**src/rtl/im_param.sv**
```systemverilog
`default_nettype none
// ============================================================================
// Module   : im_param
// Brief    : Parametrised synchronous instruction memory for the fetch stage.
//            The block writes a boot image into the array after reset.
//            Fetches use a request/valid handshake with one-cycle latency.
//            A load port writes the array at run time.
// Revision : 1.0 - initial release
// ============================================================================
module im_param #(
  parameter int WIDTH  = 32,
  parameter int ADDR_W = 5,
  parameter int DEPTH  = 32   // 4 <= DEPTH <= 2**ADDR_W
) (
  input  logic              clk,
  input  logic              reset,
  input  logic [ADDR_W-1:0] pc,
  input  logic              fetch_req,
  output logic [WIDTH-1:0]  instr,
  output logic              instr_valid,
  output logic              pc_err,
  output logic              busy,
  input  logic              ld_en,
  input  logic [ADDR_W-1:0] ld_addr,
  input  logic [WIDTH-1:0]  ld_data,
  output logic              ld_ack,
  output logic              ld_err
);

  // Array index width. Because DEPTH <= 2**ADDR_W, IDX_W never exceeds ADDR_W.
  localparam int IDX_W = (DEPTH > 1) ? $clog2(DEPTH) : 1;
  // DEPTH is held one bit wider than an address so that DEPTH == 2**ADDR_W
  // fits, and the range checks then always pass.
  localparam logic [ADDR_W:0]   c_DEPTH_EXT = (ADDR_W+1)'(DEPTH);
  localparam logic [ADDR_W-1:0] c_LAST_IDX  = ADDR_W'(DEPTH - 1);

  typedef enum logic [0:0] {
    ST_INIT  = 1'b0,
    ST_READY = 1'b1
  } state_t;

  state_t             state_q, state_d;
  logic [ADDR_W-1:0]  init_ptr_q, init_ptr_d;
  logic [WIDTH-1:0]   instr_q, instr_d;
  logic               instr_valid_q, instr_valid_d;
  logic               pc_err_q, pc_err_d;
  logic               ld_ack_q, ld_ack_d;
  logic               ld_err_q, ld_err_d;

  logic [WIDTH-1:0]   mem_q [DEPTH];

  // The init sequencer and the load port share one write port.
  // The two never compete, because the load port is only honoured in READY.
  logic               w_wr_en;
  logic [IDX_W-1:0]   w_wr_idx;
  logic [WIDTH-1:0]   w_wr_data;

  logic               w_pc_in_range;
  logic               w_ld_in_range;
  logic [IDX_W-1:0]   w_rd_idx;
  logic [IDX_W-1:0]   w_ld_idx;
  logic [WIDTH-1:0]   w_rd_word;

  // The boot image is given as 32-bit words. It is then zero-extended or
  // truncated to WIDTH.
  function automatic logic [WIDTH-1:0] boot_word(input logic [ADDR_W-1:0] a);
    logic [31:0] v;
    v = 32'h0000_0000;
    if (a == ADDR_W'(0)) v = 32'h0000_0200;
    if (a == ADDR_W'(1)) v = 32'h0000_0201;
    if (a == ADDR_W'(2)) v = 32'h0000_0204;
    if (a == ADDR_W'(3)) v = 32'h0000_0108;
    return WIDTH'(v);
  endfunction

  // Decode the address ranges and read the array. When an address is out of
  // range, the mux after the read discards the word.
  always_comb begin
    w_pc_in_range = ({1'b0, pc} < c_DEPTH_EXT);
    w_ld_in_range = ({1'b0, ld_addr} < c_DEPTH_EXT);
    w_rd_idx      = pc[IDX_W-1:0];
    w_ld_idx      = ld_addr[IDX_W-1:0];
    w_rd_word     = mem_q[w_rd_idx];
  end

  // Next-state logic, output pulses and write-port steering.
  always_comb begin
    state_d       = state_q;
    init_ptr_d    = init_ptr_q;
    instr_d       = instr_q;
    instr_valid_d = 1'b0;
    pc_err_d      = 1'b0;
    ld_ack_d      = 1'b0;
    ld_err_d      = 1'b0;
    w_wr_en       = 1'b0;
    w_wr_idx      = init_ptr_q[IDX_W-1:0];
    w_wr_data     = boot_word(init_ptr_q);

    unique case (state_q)
      ST_INIT: begin
        // Write one boot word per cycle. Fetch and load requests are ignored.
        w_wr_en    = 1'b1;
        init_ptr_d = init_ptr_q + 1'b1;
        if (init_ptr_q == c_LAST_IDX) begin
          state_d = ST_READY;
        end
      end
      ST_READY: begin
        if (fetch_req) begin
          instr_valid_d = 1'b1;
          pc_err_d      = ~w_pc_in_range;
          instr_d       = w_pc_in_range ? w_rd_word : '0;
        end
        if (ld_en) begin
          if (w_ld_in_range) begin
            w_wr_en   = 1'b1;
            w_wr_idx  = w_ld_idx;
            w_wr_data = ld_data;
            ld_ack_d  = 1'b1;
          end else begin
            ld_err_d  = 1'b1;
          end
        end
      end
      default: begin
        state_d    = ST_INIT;
        init_ptr_d = '0;
      end
    endcase
  end

  // State and output registers. Reset has priority over every request.
  always_ff @(posedge clk) begin
    if (reset) begin
      state_q       <= ST_INIT;
      init_ptr_q    <= '0;
      instr_q       <= '0;
      instr_valid_q <= 1'b0;
      pc_err_q      <= 1'b0;
      ld_ack_q      <= 1'b0;
      ld_err_q      <= 1'b0;
    end else begin
      state_q       <= state_d;
      init_ptr_q    <= init_ptr_d;
      instr_q       <= instr_d;
      instr_valid_q <= instr_valid_d;
      pc_err_q      <= pc_err_d;
      ld_ack_q      <= ld_ack_d;
      ld_err_q      <= ld_err_d;
    end
  end

  // Array write port. The fetch above reads the old word in the same edge,
  // so a fetch and a load to one address see the value before the write.
  always_ff @(posedge clk) begin
    if (!reset && w_wr_en) begin
      mem_q[w_wr_idx] <= w_wr_data;
    end
  end

  assign instr       = instr_q;
  assign instr_valid = instr_valid_q;
  assign pc_err      = pc_err_q;
  assign ld_ack      = ld_ack_q;
  assign ld_err      = ld_err_q;
  assign busy        = (state_q == ST_INIT);

endmodule
`default_nettype wire

```
**config.mk**
```make
export PLATFORM = sky130hd
export DESIGN_NAME = im_param
export DESIGN_NICKNAME = d
export VERILOG_FILES = /design/src/rtl/im_param.sv
export SDC_FILE = /design/constraint.sdc
export NUM_CORES = 1
export LEC_CHECK = 0
export BUFFER_PORTS_ARGS = -buffer_cell sky130_fd_sc_hd__buf_4
export CELL_PAD_IN_SITES_DETAIL_PLACEMENT = 1
export CELL_PAD_IN_SITES_GLOBAL_PLACEMENT = 1
export CORE_MARGIN = 4
export CORE_UTILIZATION = 40
export DETAILED_ROUTE_END_ITERATION = 10
export GPL_ROUTABILITY_DRIVEN = 0
export GPL_TIMING_DRIVEN = 0
export PLACE_DENSITY = 0.63
export SKIP_CTS_REPAIR_TIMING = 1
export SLEW_MARGIN = 20
export SYNTH_ARGS = -nofsm -noshare
export SYNTH_HDL_FRONTEND = slang
export SYNTH_SLANG_ARGS = --single-unit
export TNS_END_PERCENT = 20
```
**constraint.sdc**
```tcl
create_clock -name clk -period 3.4 [get_ports clk]
set_clock_uncertainty 0.05 [all_clocks]
set_input_delay 0.17 -clock clk [delete_from_list [all_inputs] [get_ports clk]]
set_output_delay 0.17 -clock clk [all_outputs]
set_load 0.05 [all_outputs]
```
Word-level counts from Yosys, hierarchy flattened
Memories as Yosys holds them, arrays and structs flattened. A register that Yosys moved wholly into a read port is not among the register bits.
Cells that the tools add are included.
{"block": "totals", "register_bits": 8, "ramBits": 1024, "inputBits": 46, "wordCells": 31, "memories": 1}
{"block": "op_classes", "addsub": 1, "eq_ne": 4, "n_mux": 15, "bitwise_logic": 1, "n_reduce_logical": 5}
{"memory": "mem_q", "depth": 32, "width": 32, "read_ports": 1, "rd_ports_with_merged_regs": 1, "wr": 1, "line_no": "50", "text": "logic [WIDTH-1:0] mem_q [DEPTH];"}
{"op": "$mux W32", "count": 2}
{"op": "$mux W10", "count": 4}
{"op": "$eq A5 B2 Y1 const B", "count": 2}
{"op": "$mux W5", "count": 2}
{"op": "$mux W1", "count": 6}
{"op": "$add A5 B1 Y5 const B", "count": 1}
{"op": "$eq A5 B1 Y1 const B", "count": 1}
{"op": "$eq A5 B5 Y1 const B", "count": 1}
{"op": "$logic_not A5 Y1", "count": 1}
{"op": "$pmux W1 S2", "count": 1}
{"op": "$reduce_and A2 Y1", "count": 1}
{"op": "$reduce_or A2 Y1", "count": 1}
{"op": "$logic_and A1 B1 Y1", "count": 1}
{"op": "$logic_not A1 Y1", "count": 1}
{"op": "$not A1 Y1", "count": 1}

Logic depth before layout (Yosys ltp)
Gate-level depths: netlist of run 1.
{"block": "logic_depth", "word_depth": 7, "mapped_depth": 8}

Worst setup path before layout of run 1
Ideal clock, no wire load.
{"block": "synth_timing", "path_kind": "register -> register", "startpoint": "reg state_q", "endpoint": "mem mem_q[24][0] (enable)", "setup_time_ns": 0.421, "arrival_ns": 2.764, "setup_slack_ns": 0.165, "stages_incl_launch_ff": 9, "period_less_slack_ns": 3.235, "path_cell_list": "dfxtp_1 -> clkbuf_1 -> and2_1 -> clkbuf_1 -> clkbuf_1 -> nand3_1 -> nand2_1 -> nand2_1 -> nor2_1"}
{"block": "synth_via", "elab_chain_len": 5, "elab_cells_between_ends": 6, "classes_between": "mux: 4; bitwise: 1; reduce/logical: 1"}
{"item": "start, declared", "line_no": "42", "text": "state_t state_q, state_d;"}
{"item": "start signal, assigned", "line_no": "143", "text": "state_q <= state_d;"}
{"item": "$not A1 Y1"}
{"item": "$pmux W1 S2", "line_no": "99", "text": "unique case (state_q)"}
{"item": "$logic_and A1 B1 Y1", "line_no": "156", "text": "if (!reset && w_wr_en) begin"}
{"item": "$mux W1", "line_no": "156"}
{"item": "$mux W1 (implied by the code)", "line_no": "157", "text": "mem_q[w_wr_idx] <= w_wr_data;"}
{"item": "end, declared", "line_no": "50"}
Parallel ways exist; a longest one is shown, timed or not.

Final worst setup path of run 1
{"block": "layout_timing", "startpoint": "reg state_q", "endpoint": "mem mem_q[12][13] (enable)"}
The elaborated chain is that of the path after synthesis.

==> flow_summary.toml, run 1 <==
[die]
boundaryPins = 83
start_util_pct = 40.29
core_mm2 = 0.1035
die_w_um = 330.9
die_h_um = 330.9
dieArea_mm2 = 0.1095
rows = 118

[clock_tree]
tritoncts = "done"
cts_buffers = 111
clock-sinks = 1064
root_buffer = "clkbuf_16"
clk_latency_ns = 0.69
htree_levels = 3
path_clk_slew_ns = 0.06
cts_buffer_depth = 3

[detailed_routing]
antenna_left = 0
top_layer = "met5"
drt_iter0_drc = 2841
vias_per_cell = 5.873
drc_errors = 0
wl_met2_um = 67980
drt_pass1_iterations = 5
route.met3.wl_um = 9876
met1Wirelength_um = 56390
wl_per_cell_um = 33.88
dr_total_vias = 24090
wirelength_um = 139000

[sta]
setup_slack_ns = -0.01490
period_needed_ns = 3.415
fmax_mhz = 292.8
drv_slew = 0
tns_ns = -0.1678
slew-limit-headroom_pct = 20.84
finalHoldViolations = 0
worst_slew_pin_slew_ns = 1.187
finalCritPeriodShare_pct = 100.4
setup_viol = 18

[final_layout]
layout.area.seq_mm2 = 0.03155
drive_gt1_share_pct = 17.31
multi_input_area_mm2 = 0.009488
final_common_cell = "edfxtp_1"
fin_util_pct = 47.87
syn2layout_area_growth_pct = 18.82
fin_area_mm2 = 0.04954
fin_cells = 4102
fin_nets = 2679
fillCellCount = 9679
final_cell_mix = "edfxtp_1, mux2i_1, a22oi_1, a21oi_1, clkbuf_16"

[setup_path]
critPathRequiredTime_ns = 3.73
critPathCaptureType = "flip-flop"
r2r_start = "state_q"
start_kind = "flip-flop"
path_max_fanout = 13
crit_type = "flip-flop to flip-flop"
regToRegSetupSlack_ns = -0.01
r2r-end = "mem_q[12][13]"
rr_worst_depth = 8
arrival_ns = 3.74

[grt]
grt_max_degree = 33
overflow = 0
grtUsageTotal_pct = 25.06
grt_pass1_vias = 25140
grt_first_pass_wirelength_um = 191300
antenna_found_initial = 1

[power_and_ir_drop]
irDropWorstVdd_uv = 407.3
seq_power_share_pct = 52.1
sw_frac_of_total_pct = 22.11
internal_power_mw = 21.46
pwr-share-comb_pct = 5.0
p_leak_nw = 16.38
design_power_total_mw = 27.55
power_density_mw_per_mm2 = 556.1
clkPwrFrac_pct = 42.9
netSwitchingPower_mw = 6.092

[run]
maxCapViolCount = 0

[synth]
yosysSeqAreaShare_pct = 75.67
synthesis.instances = 2354
synth_ff_type = "edfxtp_1"
ys_top_cells_by_area = "edfxtp_1, mux2i_1, a22oi_1"
ys_async_sr_fraction_pct = 0
syn_area_mm2 = 0.04169
yosysWarningCount = 0
synth_seq_cells = 1064
ys_types = 37
synth_largest_area_cell = "edfxtp_1"
synth-edff-count = 1024
synth_top_area_share_pct = 73.75
avgSynthCellArea_um2 = 17.71

[place]
place_area_mm2 = 0.04583
dpl.hpwl_um = 90970
io_buffer_count = 78
placedCellCount = 3879

[worst_hold_path]
worstHoldStart = "ld_data[20]"
worstHoldPathCells = 2
min_to = "mem_q[15][20]"
hold_class = "primary input to flip-flop"

[status]
violations = "negative setup slack"
outcome = "finished with violations"
==> flip-flops by register name, indices dropped and copies added, names as in the netlist <==
signal       count
mem_q         1024
state_q          1
init_ptr_q       5
ld_ack           1
instr_valid      1
instr           32
==> layer usage <==
layer  GRT usage [%]  vias up
met2           41.97     1077
met5               0        -
met1           33.66    12780
met4           8.142        2
li1                -     9999
met3           3.944      233
==> stage by stage <==
step / setup slack [ns] / hold slack (ns)
4_1_cts: -0.4131 / 0.2582
5_1_grt: -0.06433 / 0.04836
3_3_place_gp: -3.139 / 0.4669
6_report: -0.01490 / 0.05246
2_1_floorplan: 0.1651 / 0.4428
3_5_place_dp: -0.3647 / 0.4777
==> how the worst max path moves through the flow <==
stage | startpoint | to | slack (ns) | cells past startpoint
2_1_floorplan | state_q | mem_q[24][0] | 0.17 | 8
3_3_place_gp | state_q | mem_q[23][19] | -3.14 | 8
3_5_place_dp | state_q | mem_q[21][16] | -0.36 | 10
4_1_cts | state_q | mem_q[21][15] | -0.41 | 10
5_1_grt | state_q | mem_q[8][18] | -0.06 | 9
6_report | state_q | mem_q[12][13] | -0.01 | 8
==> cell type report <==
cell class / instances / share of cell area, %
antenna: 1 / 0.005051
buffer: 150 / 1.882
clock buffer: 138 / 5.940
clock inverter: 68 / 1.099
inverter: 3 / 0.02273
multi-input combinational: 1137 / 19.15
sequential: 1064 / 63.69
tap: 1380 / 3.485
timing repair buffer: 161 / 4.730
==> power by group through the flow <==
stage / combinational, mW / clock (mW) / sequential, mW
2_1_floorplan: 0.723 / 0 / 14.6
3_3_place_gp: 1.27 / 0 / 14.6
3_5_place_dp: 1.37 / 0 / 14.6
4_1_cts: 1.37 / 11.9 / 14.3
5_1_grt: 1.43 / 12.5 / 14.3
6_report: 1.39 / 11.8 / 14.3
==> cell usage after synthesis, types with 24 or more instances <==
master,n
buf_4,24
and3_1,28
or4_1,32
buf_6,30
a211oi_2,32
edfxtp_1,1024
a22oi_1,256
clkbuf_1,87
nor2_1,75
nand2_1,31
mux2i_1,515
dfxtp_1,40
a21oi_1,129
==> cell families after synthesis <==
group                      after synthesis  share of synthesized area, %
other                                    1                      0.008994
adders and majority gates                5                        0.1500
xor gates and xnor gates                 2                       0.04202
muxes                                  515                         12.36
and+or+nand+nor                        191                         2.323
buffers and inverters                  154                         2.236
DFF                                   1064                         75.67
AOI/OAI and AO/OA                      422                         7.208
==> worst max-delay path: stages, from the launching register on <==
cell	delay [ns]
dfxtp_2	0.42
and2_1	0.19
clkbuf_1	0.17
nand2_1	0.13
a21boi_0	0.40
nand2_1	0.62
nor2_4	0.67
buf_16	0.22
buf_12	0.20
Power figures use the tool's default switching activity.
==> inputs of run 2 (changes only) <==
- PLACE_DENSITY: 0.63 -> 0.6
- clock period: 3.4 -> 4.4 ns (I/O delays scaled with it)
==> flow_summary.toml, run 2 (same netlist as run 1, synthesis figures left out) <==
[final_layout]
largest_reg_flops = 1024
fin_cells = 4089
fin_nets = 2667
fin_area_mm2 = 0.04952
fillCellCount = 9643
drive_gt1_share_pct = 16.94
fin_util_pct = 47.84
final_cell_mix = "edfxtp_1, mux2i_1, a22oi_1, a21oi_1, clkbuf_16"
syn2layout_area_growth_pct = 18.76
final_common_cell = "edfxtp_1"
n_antenna_cell = 0
largest-register = "mem_q"

[detailed_routing]
wl_per_cell_um = 34.15
drt_pass1_iterations = 5
dr_total_vias = 23940
drc_errors = 0
vias_per_cell = 5.856
wirelength_um = 139600
drt_iter0_drc = 2458
antenna_left = 0

[die]
die_h_um = 330.9
core_mm2 = 0.1035
start_util_pct = 40.29
die_w_um = 330.9
dieArea_mm2 = 0.1095
boundaryPins = 83
rows = 118

[grt]
grt_first_pass_wirelength_um = 193700
grtUsageTotal_pct = 25.42
antenna_found_initial = 4
grt_pass1_vias = 25340
overflow = 0
grt_max_degree = 33

[clock_tree]
clock-sinks = 1064
htree_levels = 3
clk_latency_ns = 0.69
cts_buffers = 115
path_clk_slew_ns = 0.06
root_buffer = "clkbuf_16"
cts_buffer_depth = 3
tritoncts = "done"

[setup_path]
critPathRequiredTime_ns = 4.72
path_max_fanout = 12
crit_type = "flip-flop to flip-flop"
critPathCaptureType = "flip-flop"
arrival_ns = 4.23
start_kind = "flip-flop"

[sta]
slew-limit-headroom_pct = 21.31
finalCritPeriodShare_pct = 88.80
tns_ns = 0
setup_slack_ns = 0.4930
setup_viol = 0
drv_slew = 0
rsz0062_at_grt = "false"
hold_ws_ns = 0.1137
finalHoldViolations = 0
worst_slew_pin_slew_ns = 1.180
fmax_mhz = 255.9
period_needed_ns = 3.907

[place]
place_area_mm2 = 0.04579
io_buffer_count = 78
dpl.hpwl_um = 91670
placedCellCount = 3878
pre_cts_ws_ns = 0.5815

[power_and_ir_drop]
power_density_mw_per_mm2 = 437.6
design_power_total_mw = 21.67
irDropWorstVdd_uv = 342.4
p_leak_nw = 16.34

[run]
maxCapViolCount = 0

[worst_hold_path]
hold_class = "primary input to flip-flop"

[status]
outcome = "finished, final reports clean"
[run 2: power breakdown]
| part | switching, mW | internal [mW] |
|---|---|---|
| clock | 3.95 | 5.56 |
| combinational | 0.745 | 0.325 |
| sequential | 0.0210 | 11.1 |
[run 2: path summary, 6_finish.rpt]
| path | startpoint | end | slack [ns] | cells after the start |
|---|---|---|---|---|
| setup / recovery | state_q | mem_q[23][16] | 0.49 | 9 |
| hold / removal | ld_data[4] | mem_q[10][4] | 0.11 | 2 |
| setup reg to reg | state_q | mem_q[23][16] | 0.49 | 9 |
| hold reg to reg | instr[11] | instr[11] | 0.48 | 2 |
[run 2: final cells by class]
type                    instances  area, um^2  area share [%]
plain buffers                 151       934.6           1.888
clock inverters                50       457.9          0.9248
repair buffers                144        2122           4.286
well taps                    1380        1727           3.487
flip-flops and latches       1064       31550           63.72
multi-input cells            1137        9480           19.15
inverters                       3       11.26         0.02274
clock buffers                 160        3232           6.527
[run 2: critical path, cell delays in order (launching register included)]
cell      delay [ns]
dfxtp_1         0.30
clkbuf_1        0.34
and2_1          0.27
clkbuf_1        0.16
clkbuf_1        0.28
o21ai_0         0.35
nand2_1         0.60
nor2_4          0.79
buf_16          0.25
buf_16          0.18
[run 2: metal layers]
| metal | up-vias | GRT usage (%) | wire length [um] |
|---|---|---|---|
| met5 | - | 0 | 10 |
| met2 | 976 | 42.79 | 68600 |
| li1 | 10000 | - | - |
| met3 | 233 | 3.316 | 8638 |
| met4 | 2 | 9.166 | 5235 |
| met1 | 12730 | 34.02 | 57150 |
